===== src/rtl/path_delay_meas_ctrl.sv =====
// path_delay_meas_ctrl: measures a chained path's delay by toggling its input and counting cycles until the synchronized output follows.
// Ports:
//   clk, rst      single rising-edge clock, asynchronous active-high reset
//   start         one-cycle measurement request, honoured only while idle
//   pathResult    asynchronous delay-chain output, synchronized internally
//   pathInput     flop-driven launch level into the chain
//   busy          high while a measurement is running
//   done          one-cycle pulse when a measurement ends
//   timeout       sticky error flag, cleared by the next accepted start
//   result        accumulated cycle count over all repetitions
module path_delay_meas_ctrl #(
  parameter int CNT_W       = 16,
  parameter int REPS_LOG2   = 3,
  parameter int TIMEOUT_CYC = 4095,
  parameter int SETTLE_CYC  = 8,
  parameter bit INVERT      = 1'b0
) (
  input  logic                       clk,
  input  logic                       rst,
  input  logic                       start,
  input  logic                       pathResult,
  output logic                       pathInput,
  output logic                       busy,
  output logic                       done,
  output logic                       timeout,
  output logic [CNT_W+REPS_LOG2-1:0] result
);
  localparam int ACC_W = CNT_W + REPS_LOG2;
  localparam int TMAX = TIMEOUT_CYC > SETTLE_CYC ? TIMEOUT_CYC : SETTLE_CYC;
  localparam int TW = $clog2(TMAX + 1);
  localparam logic [REPS_LOG2:0] NREPS = (REPS_LOG2+1)'(2 ** REPS_LOG2);
  typedef enum logic [2:0] {IDLE, PRECHECK, LAUNCH, WAIT, SETTLE, FINISH} stateT;
  stateT state;
  logic syncQ1, syncQ2;
  logic [CNT_W-1:0] cnt;
  logic [ACC_W-1:0] acc;
  logic [REPS_LOG2:0] reps;
  logic [TW-1:0] tmr;
  logic settled;
  assign settled = syncQ2 == (pathInput ^ INVERT);
  // tmr bounds PRECHECK, WAIT and SETTLE; cnt is the saturating per-repetition count,
  // so a narrow CNT_W never stops the timeout from firing.
  // done is checked in IDLE so a start cannot be accepted during the done pulse.
  always_ff @(posedge clk or posedge rst) begin
    if (rst) begin
      state     <= IDLE;
      syncQ1    <= 1'b0;
      syncQ2    <= 1'b0;
      pathInput <= 1'b0;
      busy      <= 1'b0;
      done      <= 1'b0;
      timeout   <= 1'b0;
      result    <= '0;
      cnt       <= '0;
      acc       <= '0;
      reps      <= '0;
      tmr       <= '0;
    end else begin
      syncQ1 <= pathResult;
      syncQ2 <= syncQ1;
      done   <= 1'b0;
      case (state)
        IDLE: if (start && !done) begin
          acc     <= '0;
          reps    <= '0;
          tmr     <= '0;
          timeout <= 1'b0;
          busy    <= 1'b1;
          state   <= PRECHECK;
        end
        PRECHECK: if (settled) state <= LAUNCH;
          else if (tmr == TW'(TIMEOUT_CYC - 1)) begin
            timeout <= 1'b1;
            state   <= FINISH;
          end else tmr <= tmr + TW'(1);
        LAUNCH: begin
          pathInput <= ~pathInput;
          cnt       <= '0;
          tmr       <= '0;
          state     <= WAIT;
        end
        WAIT: if (settled) begin
            acc   <= acc + ACC_W'(cnt);
            reps  <= reps + (REPS_LOG2+1)'(1);
            tmr   <= '0;
            state <= SETTLE;
          end else if (tmr == TW'(TIMEOUT_CYC)) begin
            timeout <= 1'b1;
            state   <= FINISH;
          end else begin
            tmr <= tmr + TW'(1);
            cnt <= &cnt ? cnt : cnt + CNT_W'(1);
          end
        SETTLE: if (tmr == TW'(SETTLE_CYC - 1)) state <= reps == NREPS ? FINISH : LAUNCH;
          else tmr <= tmr + TW'(1);
        FINISH: begin
          result <= acc;
          done   <= 1'b1;
          busy   <= 1'b0;
          state  <= IDLE;
        end
        default: state <= IDLE;
      endcase
    end
  end
endmodule


===== config.mk =====
export PLATFORM = sky130hd
export DESIGN_NAME = path_delay_meas_ctrl
export DESIGN_NICKNAME = d
export VERILOG_FILES = /design/src/rtl/path_delay_meas_ctrl.sv
export SDC_FILE = /design/constraint.sdc
export NUM_CORES = 1
export LEC_CHECK = 0
export BUFFER_PORTS_ARGS = -buffer_cell sky130_fd_sc_hd__buf_4
export CORE_MARGIN = 1
export CORE_UTILIZATION = 60
export CTS_CLUSTER_DIAMETER = 100
export DETAILED_ROUTE_END_ITERATION = 6
export GPL_TIMING_DRIVEN = 0
export HOLD_SLACK_MARGIN = 0.15
export PLACE_DENSITY = 0.81
export SLEW_MARGIN = 10
export SYNTH_ARGS = -nofsm -noshare
export SYNTH_HDL_FRONTEND = slang
export SYNTH_SLANG_ARGS = --single-unit

===== constraint.sdc =====
create_clock -name clk -period 3.1 [get_ports clk]
set_input_delay 0.155 -clock clk [delete_from_list [all_inputs] [get_ports clk]]
set_output_delay 0.155 -clock clk [all_outputs]
set_load 0.005 [all_outputs]

==> results of run 1 <==
==> sequential cells by signal (all words and copies together), names as in the netlist, 3 cells and up <==
signal,flops
acc,19
cnt,16
reps,4
result,19
state,3
tmr,12
==> cell usage after synthesis, types with 2 or more instances <==
| cell type | number | share of area |
|---|---|---|
| nand2_1 | 99 | 0.083 |
| dfrtp_1 | 79 | 0.44 |
| nor2_1 | 40 | 0.033 |
| o21ai_0 | 36 | 0.040 |
| ha_1 | 21 | 0.058 |
| xor2_1 | 21 | 0.041 |
| nand3_1 | 18 | 0.020 |
| a21oi_1 | 16 | 0.018 |
| nand4_1 | 15 | 0.021 |
| clkbuf_1 | 14 | 0.012 |
| o31ai_1 | 11 | 0.018 |
| and3_1 | 9 | 0.013 |
| nand2b_1 | 9 | 0.013 |
| a22o_1 | 7 | 0.014 |
| inv_1 | 7 | 0.0058 |
| nor3_1 | 7 | 0.0078 |
| a21o_1 | 6 | 0.010 |
| or3_1 | 6 | 0.0084 |
| and2_1 | 5 | 0.0070 |
| nor2b_1 | 5 | 0.0070 |
| nor4_1 | 5 | 0.0070 |
| o211ai_1 | 5 | 0.0084 |
| xnor2_1 | 5 | 0.0097 |
| mux2_2 | 4 | 0.010 |
| or2_2 | 4 | 0.0056 |
| mux2i_1 | 3 | 0.0067 |
| nand3b_1 | 3 | 0.0050 |
| o21a_1 | 3 | 0.0050 |
| o21ai_1 | 3 | 0.0033 |
| a211o_1 | 2 | 0.0039 |
| a22oi_1 | 2 | 0.0033 |
| a31oi_1 | 2 | 0.0028 |
| a41oi_1 | 2 | 0.0039 |
| buf_1 | 2 | 0.0017 |
| o21bai_1 | 2 | 0.0033 |
| o22ai_1 | 2 | 0.0028 |
| o41ai_1 | 2 | 0.0039 |
==> worst min-delay path, cell delays in order <==
cell	delay, ns
buf_4	0.11
nand2b_1	0.14
nor4_1	0.10
nor2_1	0.10
==> cell type report <==
cell class                      instances  area (um2)
Clock buffer                           10       137.6
Fill cell                             558        2193
Clock inverter                          6       60.06
Tap cell                               99       123.9
Inverter                                7       28.78
Timing Repair Buffer                   29       242.7
Multi-Input combinational cell        396        2406
Buffer                                 19       83.83
Sequential cell                        79        1977
==> through the flow <==
stage               total power, mW  area (um2)
detailed placement            2.869        4842
global route                  3.895        5060
finish                        3.625        5060
global placement              2.798        4812
floorplan                     2.353        4493
CTS                           3.640        5060
==> power breakdown <==
part / leakage [nW] / switching [mW] / internal, mW
combinational: 1.31 / 0.832 / 0.572
sequential: 1.07 / 0.196 / 1.25
clock: 0.0981 / 0.385 / 0.390
==> cell families (layout without fill, tap and decap cells) <==
| kind of cell | count (synthesis) | in the layout | synth area share |
|---|---|---|---|
| and+or+nand+nor | 230 | 230 | 0.2389 |
| AOI/OAI and AO/OA | 110 | 110 | 0.1626 |
| DFF | 79 | 79 | 0.4400 |
| xor gates and xnor gates | 27 | 27 | 0.05430 |
| buffers and inverters | 26 | 71 | 0.02451 |
| adders and majority gates | 22 | 22 | 0.06293 |
| muxes | 7 | 7 | 0.01671 |
==> path summary, 6_finish.rpt <==
check | endpoint | slack [ns] | cells past startpoint
hold / removal | reps[2] | 0.30 | 4
max in group asynchronous | tmr[9] | 2.18 | 4
min in group asynchronous | result[17] | 0.35 | 3
setup reg to reg | cnt[3] | 0.42 | 7
setup / recovery | cnt[3] | 0.42 | 7
hold reg to reg | syncQ2 | 0.35 | 0
==> layer usage <==
metal  vias to the layer above  part of all wire  track usage
met5                         -                 0            0
met4                         0             0.029       0.1217
met3                        27             0.055      0.04757
met2                       126              0.49       0.4846
met1                      1874              0.43       0.3435
li1                       1863                 -            -
==> timing repair <==
action                                 CTS  global route
gates resized for setup                  0             0
hold buffers                             2             0
endpoints found under the hold margin   37             0
==> impl_metrics.tcl, run 1 <==
set metrics [dict create \
    p_per_area_nw_per_um2 716.4 \
    clock_latency_ns 0.35 \
    grt_pass1_vias 3698 \
    fin_ws_ns 0.4205 \
    rows 31 \
    antenna_cells 0 \
    start_util 0.6195 \
    syn_avg_cell_area_um2 8.968 \
    status "finished clean" \
    hp-start "start" \
    routed_wl_um 10130 \
    critPathCaptureType "register" \
    worstReg2RegStart "tmr[0]" \
    cp-start-kind "register" \
    die_area_um2 7838 \
    vdd_drop_max_v 0.0003772 \
    fmax_mhz 373.2 \
    grt_max_degree 54 \
    maxSlewHeadroom 0.3947 \
    dr_total_vias 3890 \
    die_w_um 88.54 \
    antenna_found_initial 0 \
    async_flop_share 1.000 \
    max_cap_viol_count 0 \
    core_area_um2 7253 \
    overflow 0 \
    fin_tns_setup_ns 0 \
    cellLeakagePower_nw 2.485 \
    pre_cts_ws_ns 0.4530 \
    gp_congestion 0.9334 \
    synth_nets 527 \
    cts_root_buffer "clkbuf_8" \
    ant_nets 0 \
    cp_slowest_cell "o31ai_1" \
    min_period_ns 2.680 \
    tightestPinTransition_ns 0.9003 \
    ys_types 56 \
    yosys_warnings 0 \
    final_core_util 0.6976 \
    grt_pass1_wl_um 16820 \
    hold_ws_ns 0.2992 \
    hpwl_um 7382 \
    wl_per_cell_um 15.71 \
    cp_max_fo 6 \
    cts_tree "done" \
    netlist_area_um2 4493 \
    htreeDepth 3 \
    cp_num_buf_inv 0 \
    cp.arrival_ns 2.92 \
    cp-startpoint "tmr[0]" \
    die_h_um 88.54 \
    slowest_delay_ns 0.78 \
    io_pins 27 \
    drtIter0Drc 150 \
    rsz0062_at_grt "false" \
    slew_violations 0 \
    synth_flop_cell "dfrtp_1" \
    crit_family "compound AO/OA/AOI/OAI gates" \
    synth-edff-count 0 \
    cts.clk_slew.worst_paths_ns 0.08 \
    clock_path_buffers 2 \
    synth_seq_cells 79 \
    nets 567 \
    skew_ns 0.006024 \
    cp.required_ns 3.34 \
    drive_above_1_share 0.1081 \
    drc 0 \
    layout_commonest_cell "nand2_1" \
    cts.sinks 79 \
    post-cts-setup-buffers 0 \
    viasPerCell 6.031 \
    cp_cell_sequence "ha_1 > nand3_1 > o31ai_1 > nor2_1 > nand4_1 > mux2_2 > a22o_1" \
    crit_type "register to register" \
    hold_class "input port to register" \
    syn_inst 501 \
    stdcell_count 645 \
    cts_made_buffers 9 \
    grt_usage 0.2797 \
    setup_viol 0 \
    layout_common_cells "nand2_1 (99), dfrtp_1 (79), nor2_1 (40)" \
    finalCritPeriodShare 0.8644 \
    syn2layout_area_growth_pct 12.61 \
    dp_cells 627 \
    finalHoldViolations 0 \
    synth_seq_area_share 0.4400 \
    portBuffers 26 \
    drt-pass1-iter-count 5 \
]
(Power assumes the default switching activity.)
==> inputs of run 2 (changes only) <==
--- a/config.mk
+++ b/config.mk
@@ -6,14 +6,17 @@
 export NUM_CORES = 1
 export LEC_CHECK = 0
 export BUFFER_PORTS_ARGS = -buffer_cell sky130_fd_sc_hd__buf_4
+export CELL_PAD_IN_SITES_DETAIL_PLACEMENT = 1
+export CELL_PAD_IN_SITES_GLOBAL_PLACEMENT = 2
 export CORE_MARGIN = 1
-export CORE_UTILIZATION = 60
+export CORE_UTILIZATION = 38
 export CTS_CLUSTER_DIAMETER = 100
 export DETAILED_ROUTE_END_ITERATION = 6
 export GPL_TIMING_DRIVEN = 0
 export HOLD_SLACK_MARGIN = 0.15
-export PLACE_DENSITY = 0.81
+export PLACE_DENSITY_LB_ADDON = 0.3
 export SLEW_MARGIN = 10
 export SYNTH_ARGS = -nofsm -noshare
 export SYNTH_HDL_FRONTEND = slang
 export SYNTH_SLANG_ARGS = --single-unit
+export TNS_END_PERCENT = 20
==> impl_metrics.tcl, run 2 (synthesis results as in run 1) <==
set metrics [dict create \
    cts_made_buffers 9 \
    antenna_cells 0 \
    grt_pass1_vias 3952 \
    status "finished clean" \
    crit_family "compound AO/OA/AOI/OAI gates" \
    hold_ws_ns 0.3326 \
    cellLeakagePower_nw 2.539 \
    clock_latency_ns 0.35 \
    hp-start "start" \
    cts_tree "done" \
    rsz0062_at_grt "false" \
    fin_area_um2 5213 \
    vdd_drop_max_v 0.0003307 \
    drtIter0Drc 138 \
    drt-pass1-iter-count 4 \
    setup_viol 0 \
    routed_wl_um 11830 \
    cp.required_ns 3.33 \
    nets 567 \
    skew_ns 0.01037 \
    critPathCaptureType "register" \
    slowest_delay_ns 0.78 \
    start_util 0.3918 \
    drc 0 \
    gp_congestion 0.8176 \
    fin_tns_setup_ns 0 \
    wl_per_cell_um 17.18 \
    layout_commonest_cell "nand2_1" \
    cp.arrival_ns 2.93 \
    layout_common_cells "nand2_1 (99), dfrtp_1 (79), nor2_1 (40)" \
    finalHoldViolations 0 \
    worstReg2RegStart "tmr[0]" \
    die_h_um 110.7 \
    rows 39 \
    die_area_um2 12260 \
    slew_violations 0 \
    syn2layout_area_growth_pct 16.01 \
    max_cap_viol_count 0 \
    fillers 1344 \
    grt_max_degree 57 \
    portBuffers 26 \
    cp-start-kind "register" \
    fmax_mhz 371.3 \
    io_pins 27 \
    dpl_cell_area_um2 4897 \
    core_area_um2 11470 \
    ant_nets 0 \
    p_total_mw 3.954 \
    die_w_um 110.7 \
    dr_total_vias 3820 \
    grt_pass1_wl_um 20190 \
    cp_slowest_cell "o31ai_1" \
    grt_usage 0.2062 \
    cp_num_buf_inv 0 \
    antenna_found_initial 0 \
    hpwl_um 8663 \
    cts.clk_slew.worst_paths_ns 0.06 \
    tightestPinTransition_ns 0.8794 \
    finalCritPeriodShare 0.8689 \
    cts.sinks 79 \
    cp_cell_sequence "ha_1 > nand3_1 > o31ai_1 > nor2_1 > nand4_1 > mux2_2 > a22o_1" \
    p_per_area_nw_per_um2 758.6 \
    hold_class "input port to register" \
    overflow 0 \
    min_period_ns 2.694 \
    viasPerCell 5.544 \
    htreeDepth 3 \
    largestRegisters "acc: 19 flops, result: 19 flops, cnt: 16 flops" \
    clock_path_buffers 2 \
    cts_root_buffer "clkbuf_16" \
    drive_above_1_share 0.1081 \
    maxSlewHeadroom 0.4087 \
    cp-startpoint "tmr[0]" \
    crit_type "register to register" \
    cp_max_fo 6 \
    post-cts-setup-buffers 0 \
]
## run 2: cell types whose count changed in the layout (fill, tap and decap cells not counted), sizes merged
| cell | change |
|---|---|
| clkinvlp | -2 |
| clkbuf | +3 |
| bufinv | -1 |
## run 2: cell type report
| type | instances | area (um2) | share of cell area |
|---|---|---|---|
| multi-input combinational | 396 | 2406 | 0.4616 |
| sequential | 79 | 1977 | 0.3793 |
| clock buffer | 13 | 280.3 | 0.05377 |
| timing repair buffer | 29 | 242.7 | 0.04657 |
| tap | 143 | 178.9 | 0.03433 |
| buffer | 19 | 83.83 | 0.01608 |
| inverter | 7 | 28.78 | 0.005521 |
| clock inverter | 3 | 15.01 | 0.002880 |
## run 2: what timing repair did
action / CTS / global route
hold buffers: 2 / 0
resized for setup: 0 / 0
hold endpoints to repair: 24 / 0
## run 2: final timing paths
| path | endpoint | slack, ns | cells after the start |
|---|---|---|---|
| max | cnt[4] | 0.41 | 7 |
| min | reps[3] | 0.33 | 4 |
| max reg2reg | cnt[4] | 0.41 | 7 |
| min reg2reg | syncQ2 | 0.36 | 0 |
| max in group asynchronous | result[6] | 2.17 | 4 |
| min in group asynchronous | busy | 0.34 | 3 |
## run 2: report_power, final
part	total (mW)	internal (mW)	switching, mW
clock	1.06	0.626	0.429
combinational	1.45	0.571	0.879
sequential	1.45	1.25	0.197
## run 2: per-stage QoR
stage / setup slack (ns) / utilization / cells
after floorplan: 0.7789 / - / 501
after global placement: -0.1605 / 0.4244 / 670
after detailed placement: 0.3595 / 0.4271 / 671
after CTS: 0.3780 / 0.4546 / 689
after global routing: 0.2009 / 0.4546 / 689
final: 0.4065 / 0.4546 / 689
## run 2: tightest hold or removal path, stage by stage
cell and delay (ns):
buf_4 0.11, nand2b_1 0.16, nor4_1 0.11, nor2_1 0.10
## run 2: routing by layer
metal | vias to the layer above | GRT usage | share of wire
li1 | 1859 | - | -
met5 | - | 0 | 0
met3 | 12 | 0.02624 | 0.015
met1 | 1919 | 0.2776 | 0.48
met4 | 0 | 0.07733 | 0.016
met2 | 30 | 0.3391 | 0.49
==> inputs of run 3 (changes only) <==
--- a/config.mk
+++ b/config.mk
@@ -15,6 +15,7 @@
 export GPL_TIMING_DRIVEN = 0
 export HOLD_SLACK_MARGIN = 0.15
 export PLACE_DENSITY_LB_ADDON = 0.3
+export REMOVE_ABC_BUFFERS = 1
 export SLEW_MARGIN = 10
 export SYNTH_ARGS = -nofsm -noshare
 export SYNTH_HDL_FRONTEND = slang
==> impl_metrics.tcl, run 3 (synthesis results as in run 1) <==
set metrics [dict create \
    status "finished clean" \
    rows 39 \
    final_core_util 0.4465 \
    hold_ws_ns 0.2919 \
    drive_above_1_share 0.1101 \
    clock_path_buffers 2 \
    grt_pass1_wl_um 19650 \
    fmax_mhz 363.3 \
    die_h_um 110.7 \
    cts_made_buffers 9 \
    cts_tree "done" \
    cp_num_buf_inv 0 \
    p_per_area_nw_per_um2 744.0 \
    dp_cells 652 \
    start_util 0.3918 \
    setup_viol 0 \
    layout_commonest_cell "nand2_1" \
    maxSlewHeadroom 0.2823 \
    syn2layout_area_growth_pct 13.95 \
    viasPerCell 5.558 \
    die_area_um2 12260 \
    cp.required_ns 3.34 \
    fin_area_um2 5120 \
    slowest_delay_ns 0.80 \
    portBuffers 26 \
    drc 0 \
    dr_total_vias 3724 \
    nets 548 \
    max_cap_viol_count 0 \
    min_period_ns 2.752 \
    fin_tns_setup_ns 0 \
    fin_ws_ns 0.3476 \
    critPathCaptureType "register" \
    finalHoldViolations 0 \
    gp_congestion 0.7767 \
    die_w_um 110.7 \
    crit_type "register to register" \
    drtIter0Drc 206 \
    hpwl_um 8128 \
    largestRegisters "acc: 19 flops, result: 19 flops, cnt: 16 flops" \
    clock_latency_ns 0.35 \
    hold_class "input port to register" \
    io_pins 27 \
    grt_pass1_vias 3818 \
    grt_usage 0.2023 \
    grt_max_degree 64 \
    drt-pass1-iter-count 4 \
    antenna_found_initial 0 \
    cellLeakagePower_nw 2.481 \
    overflow 0 \
    dpl_cell_area_um2 4816 \
    stdcell_count 670 \
    ant_nets 0 \
    cp-start-kind "register" \
    post-cts-setup-buffers 0 \
    tightestPinTransition_ns 1.077 \
    cts.clk_slew.worst_paths_ns 0.06 \
    cp.arrival_ns 2.99 \
    finalCritPeriodShare 0.8879 \
    antenna_cells 0 \
    htreeDepth 3 \
    crit_family "compound AO/OA/AOI/OAI gates" \
    rsz0062_at_grt "false" \
    slew_violations 0 \
    layout_common_cells "nand2_1 (99), dfrtp_1 (78), nor2_1 (39)" \
    p_total_mw 3.809 \
    core_area_um2 11470 \
    cts.sinks 79 \
    pre_cts_ws_ns 0.2133 \
    cp_slowest_cell "o31ai_1" \
    cp_max_fo 6 \
    cp_cell_sequence "ha_1 > nand3_1 > o31ai_1 > nor2_1 > nand4_1 > mux2_2 > a22o_1" \
    routed_wl_um 11350 \
    cts_root_buffer "clkbuf_16" \
    wl_per_cell_um 16.94 \
    vdd_drop_max_v 0.0004118 \
    skew_ns 0.007217 \
]
-- run 3: cell types whose count changed in the layout (fill, tap and decap cells not counted), sizes merged --
cell      delta
clkinv       -1
inv          +2
clkinvlp     +3
clkbuf      -18
buf          -5
-- run 3: path summary, 6_finish.rpt --
path,start,end,slack [ns],depth (start not counted)
max in group asynchronous,rst,cnt[14],2.20,4
min reg2reg,syncQ1,syncQ2,0.36,0
min in group asynchronous,rst,busy,0.30,3
max,tmr[0],cnt[4],0.35,7
min,start,reps[2],0.29,4
max reg2reg,tmr[0],cnt[4],0.35,7
-- run 3: report_power, final --
group | switching, mW | internal [mW]
combinational | 0.753 | 0.509
sequential | 0.272 | 1.25
clock | 0.472 | 0.550
total | 1.50 | 2.31
-- run 3: tightest hold or removal path: stages --
cell	delay [ns]
buf_4	0.11
nand2b_1	0.13
nor4_1	0.11
nor2_1	0.10
-- run 3: what timing repair did --
| action | CTS | global route |
|---|---|---|
| hold buffers | 2 | 0 |
| hold endpoints to repair | 80 | 0 |
| setup endpoints to repair | 0 | 3 |
| gates resized for setup | 0 | 1 |
-- run 3: layer usage --
layer | vias up | global-route usage | routed length [um]
met5 | - | 0 | 0
met2 | 32 | 0.3213 | 5322
met1 | 1859 | 0.2750 | 5613
met4 | 0 | 0.09067 | 224
li1 | 1820 | - | -
met3 | 13 | 0.02788 | 190
-- run 3: area by class of cell --
| class | instances | area, um2 |
|---|---|---|
| clock buffer | 9 | 225.2 |
| clock inverter | 7 | 57.56 |
| fill | 1341 | 6347 |
| inverter | 7 | 28.78 |
| multi-input combinational | 396 | 2409 |
| sequential | 79 | 1978 |
| tap | 143 | 178.9 |
| timing repair buffer | 29 | 242.7 |
